$ cat config.mk
export PLATFORM = sky130hd
export DESIGN_NAME = reg_slice_skid_flat
export DESIGN_NICKNAME = d
export VERILOG_FILES = /design/src/rtl/reg_slice_skid_if.sv /design/src/rtl/reg_slice_skid.sv /design/src/flat_wrapper.sv
export SDC_FILE = /design/constraint.sdc
export NUM_CORES = 1
export LEC_CHECK = 0
export BUFFER_PORTS_ARGS = -buffer_cell sky130_fd_sc_hd__clkbuf_2
export CAP_MARGIN = 20
export CORE_UTILIZATION = 35
export CTS_CLUSTER_SIZE = 40
export DETAILED_ROUTE_END_ITERATION = 10
export GPL_TIMING_DRIVEN = 0
export PLACE_DENSITY_LB_ADDON = 0.25
export SYNTH_ARGS = -nofsm -noshare
export SYNTH_HDL_FRONTEND = slang
export SYNTH_SLANG_ARGS = --single-unit
$ cat constraint.sdc
create_clock -name clk -period 1.96 [get_ports clk]
set_clock_uncertainty 0.05 [all_clocks]
set_input_delay 0.294 -clock clk [delete_from_list [all_inputs] [get_ports clk]]
set_output_delay 0.294 -clock clk [all_outputs]
set_load 0.02 [all_outputs]
$ cat src/rtl/reg_slice_skid_if.sv
// reg_slice_skid_if: producer/consumer handshake bundle for the skid register slice
interface reg_slice_skid_if #(
   parameter int WIDTH = 32
);
   logic             in_valid;
   logic             in_ready;
   logic [WIDTH-1:0] in_data;
   logic             out_valid;
   logic             out_ready;
   logic [WIDTH-1:0] out_data;
   modport slave (
      input  in_valid, in_data, out_ready,
      output in_ready, out_valid, out_data
   );
   modport master (
      output in_valid, in_data, out_ready,
      input  in_ready, out_valid, out_data
   );
endinterface

$ cat src/rtl/reg_slice_skid.sv
// reg_slice_skid: two-entry valid/ready register slice; every output comes straight from flops
module reg_slice_skid #(
   parameter int               WIDTH = 32,
   parameter logic [WIDTH-1:0] INIT  = {WIDTH{1'b0}}
) (
   input  logic                  clk,
   input  logic                  rst_n,
   input  logic                  flush,
   reg_slice_skid_if.slave       bus,
   output logic [1:0]            occupancy
);
   typedef enum logic [1:0] {EMPTY = 2'd0, ONE = 2'd1, FULL = 2'd2} state_t;
   state_t           state, state_nxt;
   logic [WIDTH-1:0] main_q, skid_q, main_d;
   logic             main_en, skid_en, in_fire, out_fire;
   assign in_fire  = bus.in_valid & (state != FULL);
   assign out_fire = (state != EMPTY) & bus.out_ready;
   always_comb begin
      state_nxt = state;
      main_en   = 1'b0;
      skid_en   = 1'b0;
      main_d    = bus.in_data;
      case (state)
         EMPTY: if (in_fire) begin
            state_nxt = ONE;
            main_en   = 1'b1;
         end
         ONE: begin
            main_en   = in_fire & out_fire;
            skid_en   = in_fire & ~out_fire;
            state_nxt = (in_fire & ~out_fire) ? FULL : (~in_fire & out_fire) ? EMPTY : ONE;
         end
         FULL: if (out_fire) begin
            state_nxt = ONE;
            main_en   = 1'b1;
            main_d    = skid_q;
         end
         default: state_nxt = EMPTY;
      endcase
      // flush only drops occupancy; data registers may still load as don't-care
      if (flush) state_nxt = EMPTY;
   end
   always_ff @(posedge clk or negedge rst_n) begin
      if (!rst_n) begin
         state  <= EMPTY;
         main_q <= INIT;
         skid_q <= INIT;
      end else begin
         state <= state_nxt;
         if (main_en) main_q <= main_d;
         if (skid_en) skid_q <= bus.in_data;
      end
   end
   assign bus.out_valid = (state != EMPTY);
   assign bus.in_ready  = (state != FULL);
   assign bus.out_data  = main_q;
   assign occupancy     = state;
endmodule

$ cat src/flat_wrapper.sv
// flat-port wrapper written by rule: the top's interface ports become plain ports
module reg_slice_skid_flat 
#(
   parameter int               WIDTH = 32,
   parameter logic [WIDTH-1:0] INIT  = {WIDTH{1'b0}}
)
  (clk, rst_n, flush, occupancy, bus_in_valid, bus_in_data, bus_out_ready, bus_in_ready, bus_out_valid, bus_out_data);
  reg_slice_skid_if #(.WIDTH(WIDTH)) bus_i ();
  input  logic clk;
  input  logic rst_n;
  input  logic flush;
  output logic [1:0] occupancy;
  input wire logic [$bits(bus_i.in_valid)-1:0] bus_in_valid;
  input wire logic [$bits(bus_i.in_data)-1:0] bus_in_data;
  input wire logic [$bits(bus_i.out_ready)-1:0] bus_out_ready;
  output wire logic [$bits(bus_i.in_ready)-1:0] bus_in_ready;
  output wire logic [$bits(bus_i.out_valid)-1:0] bus_out_valid;
  output wire logic [$bits(bus_i.out_data)-1:0] bus_out_data;
  assign bus_i.in_valid = bus_in_valid;
  assign bus_i.in_data = bus_in_data;
  assign bus_i.out_ready = bus_out_ready;
  assign bus_in_ready = bus_i.in_ready;
  assign bus_out_valid = bus_i.out_valid;
  assign bus_out_data = bus_i.out_data;
  reg_slice_skid #(.WIDTH(WIDTH), .INIT(INIT)) u_core (.clk(clk), .rst_n(rst_n), .flush(flush), .bus(bus_i), .occupancy(occupancy));
endmodule
==> metrics.csv, run 1 <==
stage,metric,value,unit
run_status,status,"complete, no violations",
worst_setup_path,CP Launch Type,flop,
route,Via density,4.606,
worst_setup_path,Critical Path RT,2.13,ns
yosys,Ys Warns,0,
place,DP HPWL,4.033,mm
route,Routed WL,5.732,mm
power_and_ir_drop,Pwr Density,1038,nW/um2
clocking,H-tree level count,3,
route,Antenna Nets Post-Route,0,
route,DRT Pass-1 Iters,3,
route,Detailed Route Iter0 Violations,35,
worst_setup_path,Crit Path Max Fanout,10,
worst_setup_path,CP Class,reg2reg,
sta,fin crit share,86.49,%
yosys,sequential element share of the synthesized area,55.63,%
global_routing,number of global-route vias before repair,1972,
clocking,Num CTS Buffers,9,
yosys,Most used DFF post-synth,dfrtp_1,
yosys,syn_nets,258,
sta,Worst Slack Setup Final,0.2648,ns
yosys,largest cells by area after synthesis,"dfrtp_1 (56%), mux2i_1 (11%), mux2_2 (11%)",
sta,Final Max Slew Viols,0,
route,# DRC,0,
worst_setup_path,endpoint class of the critical path,flop,
global_routing,Overall Global Routing Usage,14.47,%
global_routing,initial antenna violation count,0,
global_routing,first-pass GRT wire length,9.466,mm
clocking,CTS Sinks,66,
yosys,Yosys top cell by area,dfrtp_1,
yosys,ys async rst share,100.0,%
power_and_ir_drop,Static Leak,0.001859,uW
sta,minimum clock period,1.695,ns
clocking,CTS tree,done,
yosys,Synth top area share,55.63,%
die,Top Ports,73,
die,Initial Utilization,36.14,%
global_routing,grt ovf,0,
yosys,synthesized flop and latch total,66,
place,pre-CTS setup slack,0.2649,ns
yosys,Post-synth EDFFs,0,
die,Die Span X,94.11,um
sta,Fin. Hold Viols,0,
yosys,Commonest cells post-synth,"dfrtp_1 (66), mux2i_1 (33), nor2_1 (33), a21oi_2 (29), mux2_2 (29)",
layout,P&R area growth vs syn,25.33,%
yosys,Syn Std Cell Area,2969,um2
route,routed vias,1916,
sta,fmax,589.9,MHz
sta,worst rel slew slack,70.21,%
yosys,Mapped Avg Cell Area,13.43,um2
layout,filler instances,784,
clocking,Skew-Pair Late Insertion Delay,0.34,ns
place,placed instance area,3483,um2
sta,RSZ-0062 raised after global routing,no,
route,post-DR wirelength/cell,13.78,um
place,placer congestion estimate,0.6901,
yosys,most common cell in the netlist,dfrtp_1,
min_path,min-delay worst type,in2reg,
die,Rows,33,
die,core region area,8217,um2
yosys,Mapped Cells,221,
die,DIE HEIGHT,94.11,um
layout,layout cells sized above 1,52.73,%
layout,NumNets Final,343,
global_routing,largest net degree at the start of global routing,37,
worst_setup_path,worst path arrival time,1.87,ns
die,die area,8856,um2
place,PortBufs,72,
flow_run,Max-Cap Viols,0,
yosys,library cells used by synthesis,21,
layout,Final Cell Area,3721,um2
clocking,maximum clock path buffer count,2,
layout,antenna diode instance count,0,
sta,Final Setup Violations,0,
power_and_ir_drop,worst vdd ir,0.3805,mV
sta,worst slew pin tran,0.4468,ns
clocking,Post-CTS Resized,0,
clocking,root buf cell,clkbuf_8,
sta,Fin Setup TNS,0,ns
clocking,Clock transition at path regs,0.08,ns
[worst max-delay path, cell delays in order (launching register included)]
cell	delay, ns
dfrtp_1	0.48
nor2b_4	0.19
nand2_1	0.12
nor2_4	0.19
buf_6	0.19
mux2_2	0.35
[area by class of cell]
class | count | area [um2] | area share [%]
flip-flops and latches | 66 | 1652 | 44.38
multi-input cells | 142 | 1196 | 32.15
repair buffers | 74 | 392.9 | 10.56
clock buffers | 10 | 137.6 | 3.699
well taps | 105 | 131.4 | 3.531
plain buffers | 13 | 121.4 | 3.262
clock inverters | 6 | 90.09 | 2.421
[per-stage QoR]
step / cells / util [%] / power (uW) / hold WS [ns]
2_1_floorplan: 221 / - / 2342 / -0.05159
3_3_place_gp: 398 / 42.12 / 2586 / 0.4161
3_5_place_dp: 399 / 42.39 / 2622 / 0.2442
4_1_cts: 416 / 45.29 / 3927 / 0.04923
5_1_grt: 416 / 45.29 / 4091 / 0.05230
6_report: 416 / 45.29 / 3863 / 0.06499
[layout by cell type, fill, tap and decap left out, drive strengths merged, types with 3 or more instances in the layout]
| master | Yosys | layout |
|---|---|---|
| a21oi | 32 | 32 |
| buf | 13 | 14 |
| clkbuf | 0 | 82 |
| clkinv | 0 | 3 |
| dfrtp | 66 | 66 |
| mux2 | 32 | 32 |
| mux2i | 33 | 33 |
| nor2 | 34 | 34 |
[metal layers]
layer	routed length [um]	share of wire (%)	global-route usage, %
met4	107	1.9	7.692
met5	0	0	0
met3	259	4.5	3.883
met2	2732	48	23.36
met1	2632	46	17.55
[repair_timing]
action,CTS,global route
endpoints found under the hold margin,30,0
setup buffers,0,0
hold buffers,1,0
[worst paths after layout]
kind                                          start             endpoint  slack (ns)  cells after the start
worst max-delay path            u_core.occupancy[1]    u_core.skid_q[20]        0.26                      5
worst min-delay path                          flush  u_core.occupancy[0]        0.06                      2
worst max register to register  u_core.occupancy[1]    u_core.skid_q[20]        0.26                      5
worst min register to register    u_core.skid_q[31]    u_core.skid_q[31]        0.44                      1
max in group asynchronous                     rst_n    u_core.skid_q[11]        0.89                      3
min in group asynchronous                     rst_n  u_core.occupancy[1]        0.42                      2
[flip-flops by register name, indices dropped and copies added, names as in the netlist]
register	flops
u_core.bus.out_data	32
u_core.occupancy	2
u_core.skid_q	32
[where the power goes]
part / leakage [uW] / total [uW] / internal, uW / switching (uW)
Clock: 0.000112 / 1290 / 753 / 534
Sequential: 0.000769 / 1790 / 1650 / 141
Combinational: 0.000977 / 781 / 369 / 412
[cell families after synthesis]
logic type,Yosys count,synth area share [%]
DFF,66,55.63
muxes,65,23.26
and+or+nand+nor,41,6.237
AOI/OAI and AO/OA,35,10.49
buffers and inverters,13,4.088
xor gates and xnor gates,1,0.2950
(Power assumes the default switching activity.)
==> run 2: changes to the inputs <==
- CORE_ASPECT_RATIO: not set -> 1.75
- CORE_UTILIZATION: 35 -> 40
- REMOVE_ABC_BUFFERS: not set -> 1
==> metrics.csv, run 2 (synthesized netlist as in run 1, its figures left out) <==
stage,metric,value,unit,change
power_and_ir_drop,Pwr Density,1072,nW/um2,+3.2%
die,Die Span X,67.13,um,-29%
clocking,CTS tree,done,,
route,routed vias,1891,,-1.3%
worst_setup_path,Critical Path RT,2.17,ns,+0.04 ns
layout,P&R area growth vs syn,26.38,%,
global_routing,first-pass GRT wire length,9.066,mm,-4.2%
layout,"commonest cells after routing, fill and taps aside","clkbuf_2 (71), dfrtp_1 (66), mux2i_1 (33), nor2_1 (33)",,
sta,worst slew pin tran,0.6021,ns,+0.1553 ns
power_and_ir_drop,internal power,2911,uW,+4.9%
route,Detailed Route Iter0 Violations,129,,+270%
worst_setup_path,endpoint class of the critical path,flop,,
sta,RSZ-0062 raised after global routing,no,,
layout,antenna diode instance count,0,,unchanged
min_path,min-delay worst type,in2reg,,
global_routing,initial antenna violation count,0,,unchanged
sta,worst rel slew slack,59.80,%,-10 points
layout,"most common cell after layout, fill and taps aside",clkbuf_2,,
power_and_ir_drop,Psw,1110,uW,+2.1%
place,placed instance area,3416,um2,-1.9%
sta,fin crit share,91.31,%,+4.8 points
die,die area,7784,um2,-12%
place,DP HPWL,3.656,mm,-9.4%
clocking,maximum clock path buffer count,2,,unchanged
die,Rows,41,,+24%
power_and_ir_drop,switching portion of total power,27.61,%,-0.55 points
route,Antenna Nets Post-Route,0,,unchanged
route,post-DR wirelength/cell,14.37,um,+4.3%
layout,NumNets Final,340,,-0.87%
place,placer congestion estimate,0.7084,,+2.7%
clocking,root buf cell,clkbuf_16,,
sta,Final Setup Violations,0,,unchanged
sta,Fin. Hold Viols,0,,unchanged
flow_run,Max-Cap Viols,0,,unchanged
global_routing,grt ovf,0,,unchanged
run_status,status,"complete, no violations",,
route,# DRC,0,,unchanged
power_and_ir_drop,Final Power,4021,uW,+4.1%
layout,layout cells sized above 1,51.30,%,-1.4 points
power_and_ir_drop,part of the power in the clock network,35.8,%,+2.5 points
clocking,CTS Sinks,66,,unchanged
layout,"non-filler cells, final",394,,-5.3%
clocking,Clock transition at path regs,0.05,ns,-0.03 ns
global_routing,number of global-route vias before repair,1787,,-9.4%
die,core region area,7182,um2,-13%
power_and_ir_drop,Combinational Power Share,19.3,%,-0.9 points
worst_setup_path,CP Launch Type,flop,,
die,Initial Utilization,41.34,%,+5.2 points
layout,Final Cell Area,3752,um2,+0.84%
route,DRT Pass-1 Iters,4,,+1
sta,minimum clock period,1.790,ns,+0.09438 ns
sta,Fin Setup TNS,0,ns,unchanged
power_and_ir_drop,Static Leak,0.001881,uW,+1.2%
clocking,Skew-Pair Late Insertion Delay,0.33,ns,about the same
clocking,Num CTS Buffers,9,,unchanged
die,Top Ports,73,,unchanged
layout,filler instances,664,,-15%
route,Via density,4.799,,+4.2%
sta,fmax,558.8,MHz,-5.3%
global_routing,Overall Global Routing Usage,16.49,%,+2.0 points
worst_setup_path,Crit Path Max Fanout,30,,+20
power_and_ir_drop,worst vdd ir,0.6445,mV,+69%
die,DIE HEIGHT,116.0,um,+23%
place,placed instance count,371,,-7.0%
worst_setup_path,worst path arrival time,2.00,ns,+0.13 ns
power_and_ir_drop,register share of total power,44.8,%,-1.7 points
sta,hold_ws,0.08896,ns,+0.02396 ns
route,Routed WL,5.661,mm,-1.2%
place,PortBufs,72,,unchanged
clocking,H-tree level count,3,,unchanged
worst_setup_path,CP Class,reg2reg,,
sta,Final Max Slew Viols,0,,unchanged
global_routing,largest net degree at the start of global routing,35,,-5.4%
## run 2: cell type report
class                   count  area, um2  share of cell area (%)
clock buffers              13      250.2                   6.669
well taps                  86      107.6                   2.868
repair buffers             83      520.5                   13.87
multi-input cells         143       1207                   32.18
clock inverters             3      15.01                  0.4001
flip-flops and latches     66       1652                   44.01
## run 2: power groups by stage
stage / Sequential, uW / Clock, uW / Combinational (uW)
after floorplan: 1930 / 0 / 389
after global placement: 1810 / 0 / 738
after detailed placement: 1830 / 0 / 781
after CTS: 1810 / 1480 / 794
after global routing: 1840 / 1540 / 852
final: 1800 / 1440 / 777
## run 2: metrics by stage
step | util [%] | worst slack (ns)
floorplan | - | -0.5619
global placement | 46.17 | -1.203
detailed placement | 47.56 | -0.2465
CTS | 52.25 | 0.1373
global route | 52.25 | 0.01734
finish | 52.25 | 0.1704
## run 2: critical path, cell delays in order (launching register included)
cell and delay (ns):
dfrtp_1 0.50, mux2i_1 0.17, o2bb2ai_4 0.54, buf_12 0.28, nor2_1 0.07, a21oi_2 0.10
## run 2: layer usage
layer  up-vias  wire, um  part of all wire (%)  global-route usage [%]
met2        46      2766                    49                   24.07
met5         -         0                     0                       0
met1       908      2472                    44                   20.61
met4         0       135                   2.4                   8.511
met3         7       286                   5.1                   6.791
li1        930         -                     -                       -
## run 2: path summary, 6_finish.rpt
check | start | end | slack (ns) | cells after the start
max | u_core.occupancy[1] | u_core.bus.out_data[4] | 0.17 | 5
max in group asynchronous | rst_n | u_core.bus.out_data[16] | 0.86 | 3
min in group asynchronous | rst_n | u_core.bus.out_data[14] | 0.44 | 2
max reg2reg | u_core.occupancy[1] | u_core.bus.out_data[4] | 0.17 | 5
min | flush | u_core.occupancy[0] | 0.09 | 2
min reg2reg | u_core.skid_q[25] | u_core.skid_q[25] | 0.44 | 1
## run 2: timing repair
action / CTS / global route
buffers inserted: 5 / 0
endpoints found under the hold margin: 33 / 0
hold buffers: 1 / 0
setup endpoints to repair: 54 / 0
resized for setup: 1 / 0
==> run 3: changes to the inputs <==
- ABC_AREA: not set -> 1
==> metrics.csv, run 3 <==
stage,metric,value,unit,change
run_status,status,"complete, no violations",,
yosys,most common cell in the netlist,nand2_1,,
worst_setup_path,r2r startpoint,u_core.occupancy[0],,
clocking,Skew-Pair Late Insertion Delay,0.33,ns,about the same
route,Via density,4.995,,+4.1%
worst_setup_path,Crit Path Max Fanout,41,,+37%
die,DIE HEIGHT,119.7,um,+3.2%
worst_setup_path,CP Cell Sequence,"inv_2, nand3_4, buf_12, nand2_8, nand3_1, nand2_1",,
route,DRT Pass-1 Iters,4,,unchanged
worst_setup_path,Top Family by Delay on Critical Path,simple AND/OR/NAND/NOR gates,,
min_path,Hold Startpoint,flush,,
global_routing,grt ovf,0,,unchanged
die,Top Ports,73,,unchanged
layout,antenna diode instance count,0,,unchanged
worst_setup_path,Crit path buffers/inverters,2,,+1
layout,P&R area growth vs syn,22.96,%,
sta,minimum clock period,1.745,ns,-0.04504 ns
yosys,Synth top area share,52.15,%,-3.5 points
sta,RSZ-0062 raised after global routing,no,,
global_routing,largest net degree at the start of global routing,42,,+20%
worst_setup_path,worst path arrival time,1.96,ns,-0.04 ns
sta,Fin. Hold Viols,0,,unchanged
power_and_ir_drop,Static Leak,0.002174,uW,+16%
power_and_ir_drop,worst vdd ir,0.4863,mV,-25%
layout,post-layout util,51.10,%,-1.1 points
place,pre-CTS setup slack,-0.9491,ns,-0.7026 ns
sta,fmax,573.2,MHz,+2.6%
sta,fin crit share,89.01,%,-2.3 points
die,core region area,7620,um2,+6.1%
yosys,synthesized flop and latch total,66,,unchanged
global_routing,Overall Global Routing Usage,20.08,%,+3.6 points
worst_setup_path,CP Class,reg2reg,,
clocking,H-tree level count,3,,unchanged
global_routing,initial antenna violation count,0,,unchanged
route,Detailed Route Iter0 Violations,187,,+45%
place,PortBufs,72,,unchanged
yosys,ys async rst share,100.0,%,unchanged
route,Antenna Nets Post-Route,0,,unchanged
global_routing,number of global-route vias before repair,2783,,+56%
worst_setup_path,R2R Setup Slk,0.22,ns,+0.05 ns
yosys,Syn Std Cell Area,3167,um2,+6.7%
yosys,largest cells by area after synthesis,"dfrtp_1 (52%), nand3_1 (15%), nand2_1 (12%)",,
die,die area,8291,um2,+6.5%
sta,worst rel slew slack,67.70,%,+7.9 points
yosys,Ys Warns,0,,unchanged
route,post-DR wirelength/cell,13.67,um,-4.8%
yosys,Mapped Avg Cell Area,7.858,um2,-42%
layout,layout cells sized above 1,20.99,%,-30 points
worst_setup_path,Critical Path RT,2.18,ns,about the same
layout,Register Area,1653,um2,about the same
worst_setup_path,CP Launch Type,flop,,
clocking,root buf cell,clkbuf_16,,
clocking,CTS Sinks,66,,unchanged
clocking,Clock transition at path regs,0.05,ns,about the same
clocking,CTS tree,done,,
layout,"commonest cells after routing, fill and taps aside","nand2_1 (101), nand3_1 (97), clkbuf_2 (70)",,
worst_setup_path,CP Launch Point,u_core.occupancy[0],,
die,Die Span X,69.26,um,+3.2%
layout,Multi-input gate area,1161,um2,-3.8%
worst_setup_path,endpoint class of the critical path,flop,,
min_path,min-delay worst type,in2reg,,
place,DP HPWL,4.449,mm,+22%
layout,NumNets Final,502,,+48%
worst_setup_path,max incr delay on CP,0.50,ns,-0.04 ns
yosys,library cells used by synthesis,19,,-9.5%
die,Rows,42,,+2.4%
yosys,Yosys top cell by area,dfrtp_1,,
die,Initial Utilization,41.56,%,+0.22 points
yosys,Mapped Cells,403,,+82%
power_and_ir_drop,Final Power,4080,uW,+1.5%
sta,Worst Slack Setup Final,0.2154,ns,+0.04504 ns
sta,Final Setup Violations,0,,unchanged
layout,"most common cell after layout, fill and taps aside",nand2_1,,
yosys,Post-synth EDFFs,0,,unchanged
power_and_ir_drop,Pwr Density,1048,nW/um2,-2.2%
yosys,sequential element share of the synthesized area,52.15,%,-3.5 points
flow_run,Max-Cap Viols,0,,unchanged
sta,worst slew pin tran,0.4834,ns,-0.1187 ns
route,# DRC,0,,unchanged
sta,Fin Setup TNS,0,ns,unchanged
yosys,Most used DFF post-synth,dfrtp_1,,
place,placer congestion estimate,0.7363,,+3.9%
layout,filler instances,733,,+10%
sta,Final Max Slew Viols,0,,unchanged
worst_setup_path,"Slowest-stage cell, CP",dfrtp_2,,
clocking,Num CTS Buffers,9,,unchanged
route,routed vias,2772,,+47%
yosys,Commonest cells post-synth,"nand2_1 (101), nand3_1 (98), dfrtp_1 (66), inv_1 (66), o21ai_1 (23)",,
global_routing,first-pass GRT wire length,12.99,mm,+43%
clocking,maximum clock path buffer count,2,,unchanged
route,Routed WL,7.589,mm,+34%
[run 3: cell types whose count changed in the layout (fill, tap and decap cells not counted), sizes merged, moves of 2 or more]
cell	change
nor2b	-2
nor2	-30
a21oi	-32
buf	-6
inv	+69
mux2	-32
nand2b	-2
nand3	+99
nand2	+102
clkinv	-3
o21ai	+32
mux2i	-33
[run 3: repair_timing]
item	CTS	global route
gates resized for setup	5	4
endpoints found under the setup margin	41	31
hold endpoints to repair	30	0
gates cloned	1	0
buffers inserted	1	0
pin swaps	1	0
hold buffers	1	0
[run 3: worst paths after layout]
check,to,cells after the start
worst max-delay path,u_core.bus.out_data[14],6
worst min-delay path,u_core.occupancy[1],2
worst max register to register,u_core.bus.out_data[14],6
worst min register to register,u_core.skid_q[28],2
max in group asynchronous,u_core.bus.out_data[18],3
min in group asynchronous,u_core.bus.out_data[25],2
[run 3: power by group]
group	internal, uW	switching [uW]
logic	305	541
clock network	903	533
registers	1650	153
total	2850	1230
[run 3: layer usage]
layer,vias to the layer above,GRT usage [%],part of all wire [%]
met5,-,0,0
met4,0,9.566,2.2
met3,13,5.374,4.2
met2,69,32.83,51
met1,1304,24.36,43
li1,1386,-,-
[run 3: cell families after synthesis]
| logic type | Yosys count | share of synthesized area [%] |
|---|---|---|
| AND/OR/NAND/NOR | 207 | 29.32 |
| buffers and inverters | 96 | 13.04 |
| flip-flops | 66 | 52.15 |
| AO/OA/AOI/OAI | 34 | 5.492 |
[run 3: worst reg2reg max path: cells and delay by family, from the launching register on]
| family | cells | cell delay, ns |
|---|---|---|
| buffers and inverters | 2 | 0.43 |
| flip-flops | 1 | 0.50 |
| AND/OR/NAND/NOR | 4 | 0.70 |
[run 3: cell type report]
class / instances / share of cell area (%)
clock buffers: 13 / 6.684
inverters: 69 / 6.652
multi-input cells: 242 / 29.82
flip-flops and latches: 66 / 42.45
well taps: 88 / 2.828
repair buffers: 77 / 11.57
[run 3: per-stage QoR]
step	hold slack (ns)	std cells	instance area, um2
floorplan	-0.05159	376	3013
global placement	0.4166	536	3483
detailed placement	0.2507	539	3558
CTS	0.1201	555	3870
global route	0.1365	555	3894
finish	0.1270	555	3894
